[src/rtl/button_debounce.sv]
`default_nettype none
// ============================================================================
//  Module   : button_debounce
//  Purpose  : Synchronizes and debounces a bouncing mechanical push button.
//             Produces a clean level plus registered one-cycle press,
//             release and long-press pulses.
//  Revision : 1.0  initial release
// ============================================================================
module button_debounce #(
    parameter int DEBOUNCE_CYCLES = 1000000,
    parameter int LONG_CYCLES     = 50000000
) (
    input  logic clk,
    input  logic reset,
    input  logic btn_raw,
    output logic btn_level,
    output logic btn_press,
    output logic btn_release,
    output logic btn_long
);

    localparam int DW = $clog2(DEBOUNCE_CYCLES);
    localparam int LW = $clog2(LONG_CYCLES);

    localparam logic [DW-1:0] c_deb_last  = DW'(DEBOUNCE_CYCLES - 1);
    localparam logic [LW-1:0] c_long_last = LW'(LONG_CYCLES - 1);

    typedef enum logic [1:0] {
        ST_IDLE        = 2'd0,
        ST_ARM_PRESS   = 2'd1,
        ST_HELD        = 2'd2,
        ST_ARM_RELEASE = 2'd3
    } state_t;

    state_t        state_q,     state_d;
    logic          sync1_q,     sync1_d;
    logic          sync2_q,     sync2_d;
    logic [DW-1:0] deb_cnt_q,   deb_cnt_d;
    logic [LW-1:0] long_cnt_q,  long_cnt_d;
    logic          long_fired_q, long_fired_d;
    logic          level_q,     level_d;
    logic          press_q,     press_d;
    logic          release_q,   release_d;
    logic          long_q,      long_d;

    // Next-state logic: synchronizer shift plus the debounce / long-press FSM.
    always_comb begin
        sync1_d      = btn_raw;
        sync2_d      = sync1_q;
        state_d      = state_q;
        deb_cnt_d    = deb_cnt_q;
        long_cnt_d   = long_cnt_q;
        long_fired_d = long_fired_q;
        level_d      = level_q;
        press_d      = 1'b0;
        release_d    = 1'b0;
        long_d       = 1'b0;

        case (state_q)
            ST_IDLE: begin
                if (sync2_q) begin
                    state_d   = ST_ARM_PRESS;
                    deb_cnt_d = '0;
                end
            end
            ST_ARM_PRESS: begin
                if (!sync2_q) begin
                    state_d = ST_IDLE;
                end else if (deb_cnt_q == c_deb_last) begin
                    state_d      = ST_HELD;
                    level_d      = 1'b1;
                    press_d      = 1'b1;
                    long_cnt_d   = '0;
                    long_fired_d = 1'b0;
                end else begin
                    deb_cnt_d = deb_cnt_q + DW'(1);
                end
            end
            ST_HELD: begin
                // Long counter stops at its last value so it can never wrap
                // and re-trigger; long_fired limits the pulse to one per press.
                if ((long_cnt_q == c_long_last) && !long_fired_q) begin
                    long_d       = 1'b1;
                    long_fired_d = 1'b1;
                end
                if (long_cnt_q != c_long_last) begin
                    long_cnt_d = long_cnt_q + LW'(1);
                end
                if (!sync2_q) begin
                    state_d   = ST_ARM_RELEASE;
                    deb_cnt_d = '0;
                end
            end
            ST_ARM_RELEASE: begin
                // A bounce back to 1 resumes HELD with the long-press
                // progress kept intact.
                if (sync2_q) begin
                    state_d = ST_HELD;
                end else if (deb_cnt_q == c_deb_last) begin
                    state_d   = ST_IDLE;
                    level_d   = 1'b0;
                    release_d = 1'b1;
                end else begin
                    deb_cnt_d = deb_cnt_q + DW'(1);
                end
            end
            default: begin
                state_d = ST_IDLE;
            end
        endcase
    end

    // State and output registers with synchronous active-low reset.
    always_ff @(posedge clk) begin
        if (!reset) begin
            state_q      <= ST_IDLE;
            sync1_q      <= 1'b0;
            sync2_q      <= 1'b0;
            deb_cnt_q    <= '0;
            long_cnt_q   <= '0;
            long_fired_q <= 1'b0;
            level_q      <= 1'b0;
            press_q      <= 1'b0;
            release_q    <= 1'b0;
            long_q       <= 1'b0;
        end else begin
            state_q      <= state_d;
            sync1_q      <= sync1_d;
            sync2_q      <= sync2_d;
            deb_cnt_q    <= deb_cnt_d;
            long_cnt_q   <= long_cnt_d;
            long_fired_q <= long_fired_d;
            level_q      <= level_d;
            press_q      <= press_d;
            release_q    <= release_d;
            long_q       <= long_d;
        end
    end

    assign btn_level   = level_q;
    assign btn_press   = press_q;
    assign btn_release = release_q;
    assign btn_long    = long_q;

endmodule
`default_nettype wire

[config.mk]
export PLATFORM = sky130hd
export DESIGN_NAME = button_debounce
export DESIGN_NICKNAME = d
export VERILOG_FILES = /design/src/rtl/button_debounce.sv
export SDC_FILE = /design/constraint.sdc
export NUM_CORES = 1
export LEC_CHECK = 0
export ABC_AREA = 1
export CORE_MARGIN = 3
export CORE_UTILIZATION = 56
export DETAILED_ROUTE_END_ITERATION = 8
export GPL_TIMING_DRIVEN = 0
export PLACE_DENSITY = 0.77
export SLEW_MARGIN = 20
export SYNTH_ARGS = -nofsm -noshare
export SYNTH_HDL_FRONTEND = slang
export SYNTH_SLANG_ARGS = --single-unit
[constraint.sdc]
create_clock -name clk -period 1.5 [get_ports clk]
set_input_delay 0.15 -clock clk [delete_from_list [all_inputs] [get_ports clk]]
set_output_delay 0.15 -clock clk [all_outputs]
set_load 0.02 [all_outputs]
# After elaboration in Yosys (flattened, before gate mapping)

Index checks and enable logic that the tools add are counted.
W data, S select, Z words.

Reductions and logical operators: 13
$add $sub $neg: 2
Shift operators: 0
Div/mod/pow operators: 0
Magnitude comparators: 0
Mux-type cells: 27
Multiply operators: 0
Equality and inequality tests: 16
Bitwise logic cells: 2

Operator list:

| kind                    | number |
|---|---|
| $mux W20                | 5 |
| $pmux W20 S4            | 1 |
| $mux W26                | 3 |
| $pmux W26 S2            | 1 |
| $add A26 B1 Y26 const B | 1 |
| $eq A26 B26 Y1 const B  | 1 |
| $ne A26 B26 Y1 const B  | 1 |
| $add A20 B1 Y20 const B | 1 |
| $eq A20 B20 Y1 const B  | 1 |
| $ne A2 B2 Y1 const B    | 8 |
| $reduce_and A4 Y1       | 4 |
| $mux W2                 | 6 |
| $mux W1                 | 8 |
| $pmux W2 S4             | 1 |
| $ne A3 B3 Y1 const B    | 2 |
| $reduce_and A5 Y1       | 1 |
| $eq A2 B2 Y1 const B    | 2 |
| $pmux W1 S2             | 2 |
| $reduce_bool A2 Y1      | 2 |
| $reduce_and A3 Y1       | 1 |
| $reduce_or A3 Y1        | 1 |
| $eq A2 B1 Y1 const B    | 1 |
| $logic_not A2 Y1        | 1 |
| $not A1 Y1              | 2 |
| 3 further kinds         | 3 |

Flip-flop bits (word level): 55
Bits in latches: 0
Memories: 0
Word-level logic and storage cells: 70
Memory bits (writable): 0
ROM bits: 0

# Logic depth before layout (Yosys ltp)

Gate-level depths: netlist (run 1).

Word-level depth: 4
Gate-level depth with buffers: 13

# Least setup slack after synthesis (run 1)

No wires, ideal clock.

Kind: register to register
From: register deb_cnt_q[0]
To: register deb_cnt_q[3]
Stages on the path, launching flop included: 12
Required time: 1.384 ns
Path buffers: 1
Setup slack: -0.048 ns
Data arrival time: 1.432 ns
Cell sequence: dfxtp_1 -> ha_1 -> nand2_1 -> inv_1 -> nand2_1 -> nor2_2 -> nand3_2 -> nand2_2 -> buf_4 -> nor2_1 -> o21ai_0 -> nor2_1

Longest elaborated chain between the ends: 4
Elaborated cells between the ends (all ways): 6
Classes of those cells: add/sub: 1; eq/ne: 1; mux: 4

Ends and longest elaborated chain:

| what                                              | line   | source |
|---|---|---|
| start: declaration                                | 38     | `logic [DW-1:0] deb_cnt_q, deb_cnt_d;` |
| start signal: assignment                          | 130    | `deb_cnt_q <= deb_cnt_d;` |
| $add A20 B1 Y20 or $eq A20 B20 Y1 (tied branches) | --     |  |
| $mux W20 (*)                                      | 69, 99 |  |
| $mux W20 (on tied branches)                       | 97, 67 |  |
| $pmux W20 S4 (*)                                  | 59     | `case (state_q)` |

Every way passes the cells marked *; elsewhere a longest branch is shown, timed or not. The select of a mux whose other input is x is not followed.
A chain may end at the register's enable or synchronous reset.

# Worst setup path in the final report (run 1)

From: register deb_cnt_q[0]
To: register deb_cnt_q[10]

Same word-level chain as after synthesis.

==> results of run 1 <==
Yosys cell counts:
library cell	number	area, um2
nand3_1	53	265
nor2_2	3	18.8
xor2_1	3	26.3
o21bai_1	5	37.5
or2_2	2	12.5
o211ai_1	1	7.51
nor3_2	2	20.0
buf_6	2	22.5
clkbuf_1	8	30.0
buf_4	6	45.0
inv_1	52	195
nand2_2	4	25.0
o21ai_0	11	55.1
dfxtp_1	55	1100
buf_2	1	5.00
clkinv_1	1	3.75
nor4_1	1	6.26
nand3_2	1	10.0
nor3_1	6	30.0
nand3b_1	3	22.5
nor2_4	1	11.3
nand4_1	11	68.8
a31oi_1	1	6.26
nor2_1	106	398
nand2_1	163	612
inv_2	1	3.75
nor3b_1	2	15.0
a21oi_1	39	195
nand4_2	1	12.5
and2_1	4	25.0
a21oi_2	1	8.76
buf_1	1	3.75
ha_1	2	25.0
nor3b_2	1	12.5
xnor2_1	1	8.76
cells in the final DEF (no fill, tap or decap), types with 12 or more instances in the layout:
cell / synthesis / layout
a21oi_1: 39 / 28
a21oi_2: 1 / 12
buf_4: 6 / 23
dfxtp_1: 55 / 27
dfxtp_2: 0 / 23
inv_1: 52 / 49
nand2_1: 163 / 135
nand2_2: 4 / 25
nand3_1: 53 / 44
nor2_1: 106 / 90
repair_timing:
item,CTS,global route
buffers inserted,14,11
setup endpoints to repair,51,53
gates cloned,5,2
pin swaps,12,24
hold endpoints to repair,0,0
gates resized for setup,104,60
power groups by stage:
stage / Combinational [mW] / Sequential [mW] / Clock, mW
finish: 0.127 / 1.46 / 1.00
global route: 0.136 / 1.46 / 1.07
CTS: 0.110 / 1.46 / 1.00
detailed placement: 0.0840 / 1.50 / 0
global placement: 0.0834 / 1.50 / 0
floorplan: 0.0564 / 1.50 / 0
worst max-delay path, stage by stage, from the launching register on:
cell,delay (ps)
dfxtp_2,370
ha_4,140
nand2_2,60
inv_2,80
buf_4,110
nand3_2,100
nor2_4,170
inv_1,80
o21ai_0,270
nand2_2,90
nand2_2,70
a21oi_2,40
cell families after synthesis:
logic type / Yosys count / share of synthesized area
and+or+nand+nor: 364 / 0.468
buffers and inverters: 72 / 0.0924
AOI/OAI and AO/OA: 58 / 0.0927
adders and majority gates: 2 / 0.00748
xor gates and xnor gates: 4 / 0.0105
DFF: 55 / 0.329
per-layer routing:
metal	part of all wire	wire, um
met1	0.41	4340
met4	0.026	271
met3	0.12	1270
met2	0.44	4700
met5	0	0
state kept, by name, indices dropped and copies added, names as in the netlist, named ones only:
register / flops
btn_level: 1
btn_long: 1
btn_press: 1
btn_release: 1
deb_cnt_q: 20
long_cnt_q: 26
long_fired_q: 1
state_q: 1
sync1_q: 1
sync2_q: 1
layout make-up:
type | instances | area share
buffer | 18 | 0.0378
clock inverter | 2 | 0.00859
inverter | 54 | 0.0487
timing repair buffer | 35 | 0.0753
tap | 72 | 0.0206
clock buffer | 5 | 0.0158
sequential | 55 | 0.263
multi-input combinational | 428 | 0.530
stage by stage:
step / util / setup TNS (ps) / hold slack [ps]
global placement: 0.622 / -11130 / 394
CTS: 0.725 / -2040 / 300
finish: 0.774 / -3870 / 295
global route: 0.774 / -8290 / 302
floorplan: - / 0 / 248
detailed placement: 0.622 / -12470 / 401
how the worst min path moves through the flow:
stage,from,end,slack (ps),cells after the start
global placement,sync1_q$_SDFF_PN0_,sync2_q$_SDFF_PN0_,390,2
global route,reset,deb_cnt_q[0]$_SDFFE_PN0P_,300,3
detailed placement,sync1_q$_SDFF_PN0_,sync2_q$_SDFF_PN0_,400,2
floorplan,btn_raw,sync1_q$_SDFF_PN0_,250,2
finish,reset,deb_cnt_q[0]$_SDFFE_PN0P_,290,3
CTS,reset,deb_cnt_q[2]$_SDFFE_PN0P_,300,3
==> flow_summary.ini, run 1 <==
[routing]
route.detailed.drc = 0
via_per_inst = 5.80
vias = 3877
dr.pass1.iters = 6
drt_iter0_markers = 476
wl_per_cell_um = 15.8
antenna_left = 0
wirelength_mm = 10.6

[layout]
fillerInstances = 421
post-route-cell-area_um2 = 4370
seqCellArea_um2 = 1150
area_growth_pct = 30.6
fin_nets = 602
drive_above_1_share = 0.288
instances_no_fill = 669
antennaDiodeCount = 0
multi_input_area_um2 = 2320

[run]
cap_violations = 0

[placed_design]
place_inst = 632
dp_hpwl_mm = 6.42
dp_slack_ps = -337
port_buffers = 5
place.gp.congestion = 0.943
placed_cell_area_um2 = 3510

[pwr]
sw_frac_of_total = 0.231
powerDensity_nw_per_um2 = 591
worst_ir_drop_vdd_mv = 0.538
power.total_mw = 2.58
combPwrFrac = 0.049
pwr-share-clk = 0.387
power.internal_mw = 1.99
p_seq_frac = 0.564
leakagePower_nw = 1.56
p_sw_mw = 0.596

[grt]
use_met3 = 0.0575
gr-total-overflow = 0
grt_use_total = 0.285
met1_usage = 0.401
gr-max-usage-layer = met2
grt_pass1_vias = 3373
grt_max_degree = 17
grt_pass1_wl_mm = 16.4
grt.met2_usage = 0.444
antenna_found_initial = 0

[sta]
skew_ps = 11.3
fin_ws_ps = -167
relSlewSlack = 0.566
fin_crit_sh = 1.11
min_period_ps = 1670
max_freq_mhz = 600
slew_violations = 0
hold_viol_final = 0
rsz0062_at_grt = true
setup_violations = 48
tightest_slew_ps = 651

[clock_network]
clock-sinks = 55
ctsHtreeMaxLevel = 2
hold_buffers = 0
clockRootBuffer = clkbuf_8
clkTransAtPathRegs_ps = 110
cts_made_buffers = 5
clk-insertion-delay-late_ps = 310
cts_tree = built
ctsLongestPathBuffers = 2

[worst_setup_path]
cp.required_ps = 1700
timing.rr.start = deb_cnt_q[0]$_SDFFE_PN0P_
cp_max_fo = 3
reg2regPathDepth = 11
critPathKind = flip-flop to flip-flop
crit_path_end = deb_cnt_q[10]$_SDFFE_PN0P_
r2r_slack_ps = -170
crit_path_start_kind = flip-flop
r2r_end = deb_cnt_q[10]$_SDFFE_PN0P_
startpoint = deb_cnt_q[0]$_SDFFE_PN0P_
critical_path.endpoint_type = flip-flop
cp.arrival_ps = 1870

[logic_synthesis]
seq_area_frac_synth = 0.329
synth_area_um2 = 3350
post_synth_num_cell_types = 35
synth_cells = 555
synth-warning-count = 0
ys_seq_elements = 55
avgSynthCellArea_um2 = 6.03
mappedNetlistNets = 560

[status]
violations = setup timing
outcome = finished with violations

[floorplanning]
dieArea_um2 = 6940
core_um2 = 5640
dieHeight_um = 83.3
rows = 27
fp.dieW_um = 83.3
start_util = 0.593
io-pin-count = 7

[hold_path]
min-delay-path-class = primary input to flip-flop
(Power assumes the default switching activity.)
==> run 2: changes to the inputs <==
--- a/config.mk
+++ b/config.mk
@@ -7,10 +7,11 @@
 export LEC_CHECK = 0
 export ABC_AREA = 1
 export CORE_MARGIN = 3
-export CORE_UTILIZATION = 56
+export CORE_UTILIZATION = 62
 export DETAILED_ROUTE_END_ITERATION = 8
 export GPL_TIMING_DRIVEN = 0
-export PLACE_DENSITY = 0.77
+export PLACE_DENSITY = 0.81
+export RECOVER_POWER = 50
 export SLEW_MARGIN = 20
 export SYNTH_ARGS = -nofsm -noshare
 export SYNTH_HDL_FRONTEND = slang
==> constraint.sdc (replaced) <==
create_clock -name clk -period 1.6 [get_ports clk]
set_input_delay 0.16 -clock clk [delete_from_list [all_inputs] [get_ports clk]]
set_output_delay 0.16 -clock clk [all_outputs]
set_load 0.02 [all_outputs]
==> run 2 against run 1 <==
Compared with the run above:
- the run still ends with setup timing left
- combinational power fell by 8%
- first-iteration DRC count rose by 71%
- final cell count rose by 1.0%
- worst setup slack got worse by 39 ps
- clock-buffer cell count rose by 1
- routed wire length rose by 27%
- clock skew rose by 4.9 ps
- critical endpoint is now long_cnt_q[14]$_SDFFE_PN0P_
==> flow_summary.ini, run 2 (synthesis results as in run 1) <==
[status]
outcome = finished with violations
violations = setup timing

[grt]
grt_pass1_vias = 3305
grt_max_degree = 18
grt_pass1_wl_mm = 15.5
antenna_found_initial = 0
grt_use_total = 0.308
gr-total-overflow = 0

[worst_setup_path]
r2r_end = long_cnt_q[14]$_SDFFE_PN0P_
reg2regPathDepth = 10
critical_path.endpoint_type = flip-flop
crit_path_start_kind = flip-flop
r2r_slack_ps = -210
cp_max_fo = 10
cp.required_ps = 1800
cp.arrival_ps = 2000
critPathKind = flip-flop to flip-flop
timing.rr.start = long_cnt_q[5]$_SDFFE_PN0P_

[sta]
relSlewSlack = 0.584
skew_ps = 16.2
slew_violations = 0
fin_ws_ps = -206
min_period_ps = 1810
setup_violations = 50
tightest_slew_ps = 623
hold_viol_final = 0
fin_crit_sh = 1.13
rsz0062_at_grt = true
max_freq_mhz = 554

[layout]
area_growth_pct = 34.4
regMostFlops = long_cnt_q
largest_registers = long_cnt_q (26), deb_cnt_q (20)
final_common_cell = nand2_1
antennaDiodeCount = 0
fillerInstances = 275
post-route-cell-area_um2 = 4500
largest_reg_flops = 26
final_util = 0.870
fin_nets = 610
drive_above_1_share = 0.289
layout_common_cells = nand2_1, nor2_1, inv_1

[pwr]
worst_ir_drop_vdd_mv = 0.499
powerDensity_nw_per_um2 = 524
leakagePower_nw = 1.65

[placed_design]
port_buffers = 5
dp_hpwl_mm = 6.20
placed_cell_area_um2 = 3480
dp_slack_ps = -279
place.gp.congestion = 0.943

[routing]
via_per_inst = 6.59
wirelength_mm = 13.5
route.detailed.drc = 0
vias = 4453
wl_per_cell_um = 19.9
dr.pass1.iters = 7
antenna_left = 0
drt_iter0_markers = 816

[floorplanning]
start_util = 0.647
dieArea_um2 = 6310
fp.dieW_um = 79.5
rows = 26
dieHeight_um = 79.5
core_um2 = 5170
io-pin-count = 7

[clock_network]
clock-sinks = 55
hold_buffers = 0
cts_tree = built
clk-insertion-delay-late_ps = 330
clkTransAtPathRegs_ps = 120
ctsLongestPathBuffers = 2
clockRootBuffer = clkbuf_8
ctsHtreeMaxLevel = 2
cts_made_buffers = 5

[hold_path]
whs_path_depth = 3
min_to = deb_cnt_q[0]$_SDFFE_PN0P_
hp-start = reset
min-delay-path-class = primary input to flip-flop

[run]
cap_violations = 0
run 2: how the worst max path moves through the flow:
| stage | startpoint | endpoint | slack [ps] |
|---|---|---|---|
| final | long_cnt_q[5]$_SDFFE_PN0P_ | long_cnt_q[14]$_SDFFE_PN0P_ | -210 |
| after global routing | long_cnt_q[5]$_SDFFE_PN0P_ | long_cnt_q[20]$_SDFFE_PN0P_ | -280 |
| after CTS | deb_cnt_q[0]$_SDFFE_PN0P_ | deb_cnt_q[13]$_SDFFE_PN0P_ | -20 |
| after detailed placement | long_cnt_q[0]$_SDFFE_PN0P_ | long_cnt_q[20]$_SDFFE_PN0P_ | -280 |
| after global placement | deb_cnt_q[0]$_SDFFE_PN0P_ | long_cnt_q[15]$_SDFFE_PN0P_ | -240 |
| after floorplan | deb_cnt_q[0]$_SDFFE_PN0P_ | deb_cnt_q[3]$_SDFFE_PN0P_ | 50 |
run 2: per-layer routing:
metal | part of all wire | track usage | vias to the layer above
met3 | 0.13 | 0.0497 | 179
li1 | - | - | 1865
met1 | 0.35 | 0.432 | 1953
met5 | 0 | 0 | -
met4 | 0.088 | 0.0825 | 0
met2 | 0.43 | 0.487 | 456
run 2: final cells by class:
class,instances,area (um2),area share
tap,70,87.6,0.0195
inverter,54,211,0.0470
sequential,55,1160,0.258
clock buffer,6,82.6,0.0184
multi-input combinational,428,2320,0.516
buffer,18,180,0.0401
clock inverter,2,16.3,0.00362
timing repair buffer,43,440,0.0979
run 2: through the flow:
stage          setup TNS, ps  power [mW]  instances  hold WS, ps
4_1_cts                -72.7        2.31        649          247
3_3_place_gp           -8720        1.48        630          392
5_1_grt                -8450        2.38        676          307
6_report               -6020        2.36        676          263
2_1_floorplan              0        1.46        555          258
3_5_place_dp          -10330        1.48        630          403
run 2: power breakdown:
| part | switching (mW) | internal, mW | total [mW] |
|---|---|---|---|
| combinational | 0.0768 | 0.0398 | 0.117 |
| clock | 0.525 | 0.356 | 0.880 |
| sequential | 0.00276 | 1.36 | 1.36 |
run 2: worst max-delay path, cell delays in order (launching register included):
cell and delay, ps:
dfxtp_2 430, nand2_2 130, nor2_1 150, nand2_2 100
nor2_1 170, nand2_1 130, nand2_2 150, nand2_4 100
buf_12 160, nand2_1 80, a21oi_1 70
run 2: timing repair:
action / in CTS / in global routing
setup endpoints to repair: 50 / 48
pin swaps: 7 / 24
resized for setup: 60 / 111
hold endpoints to repair: 0 / 0
setup buffers: 9 / 23
gates cloned: 2 / 4
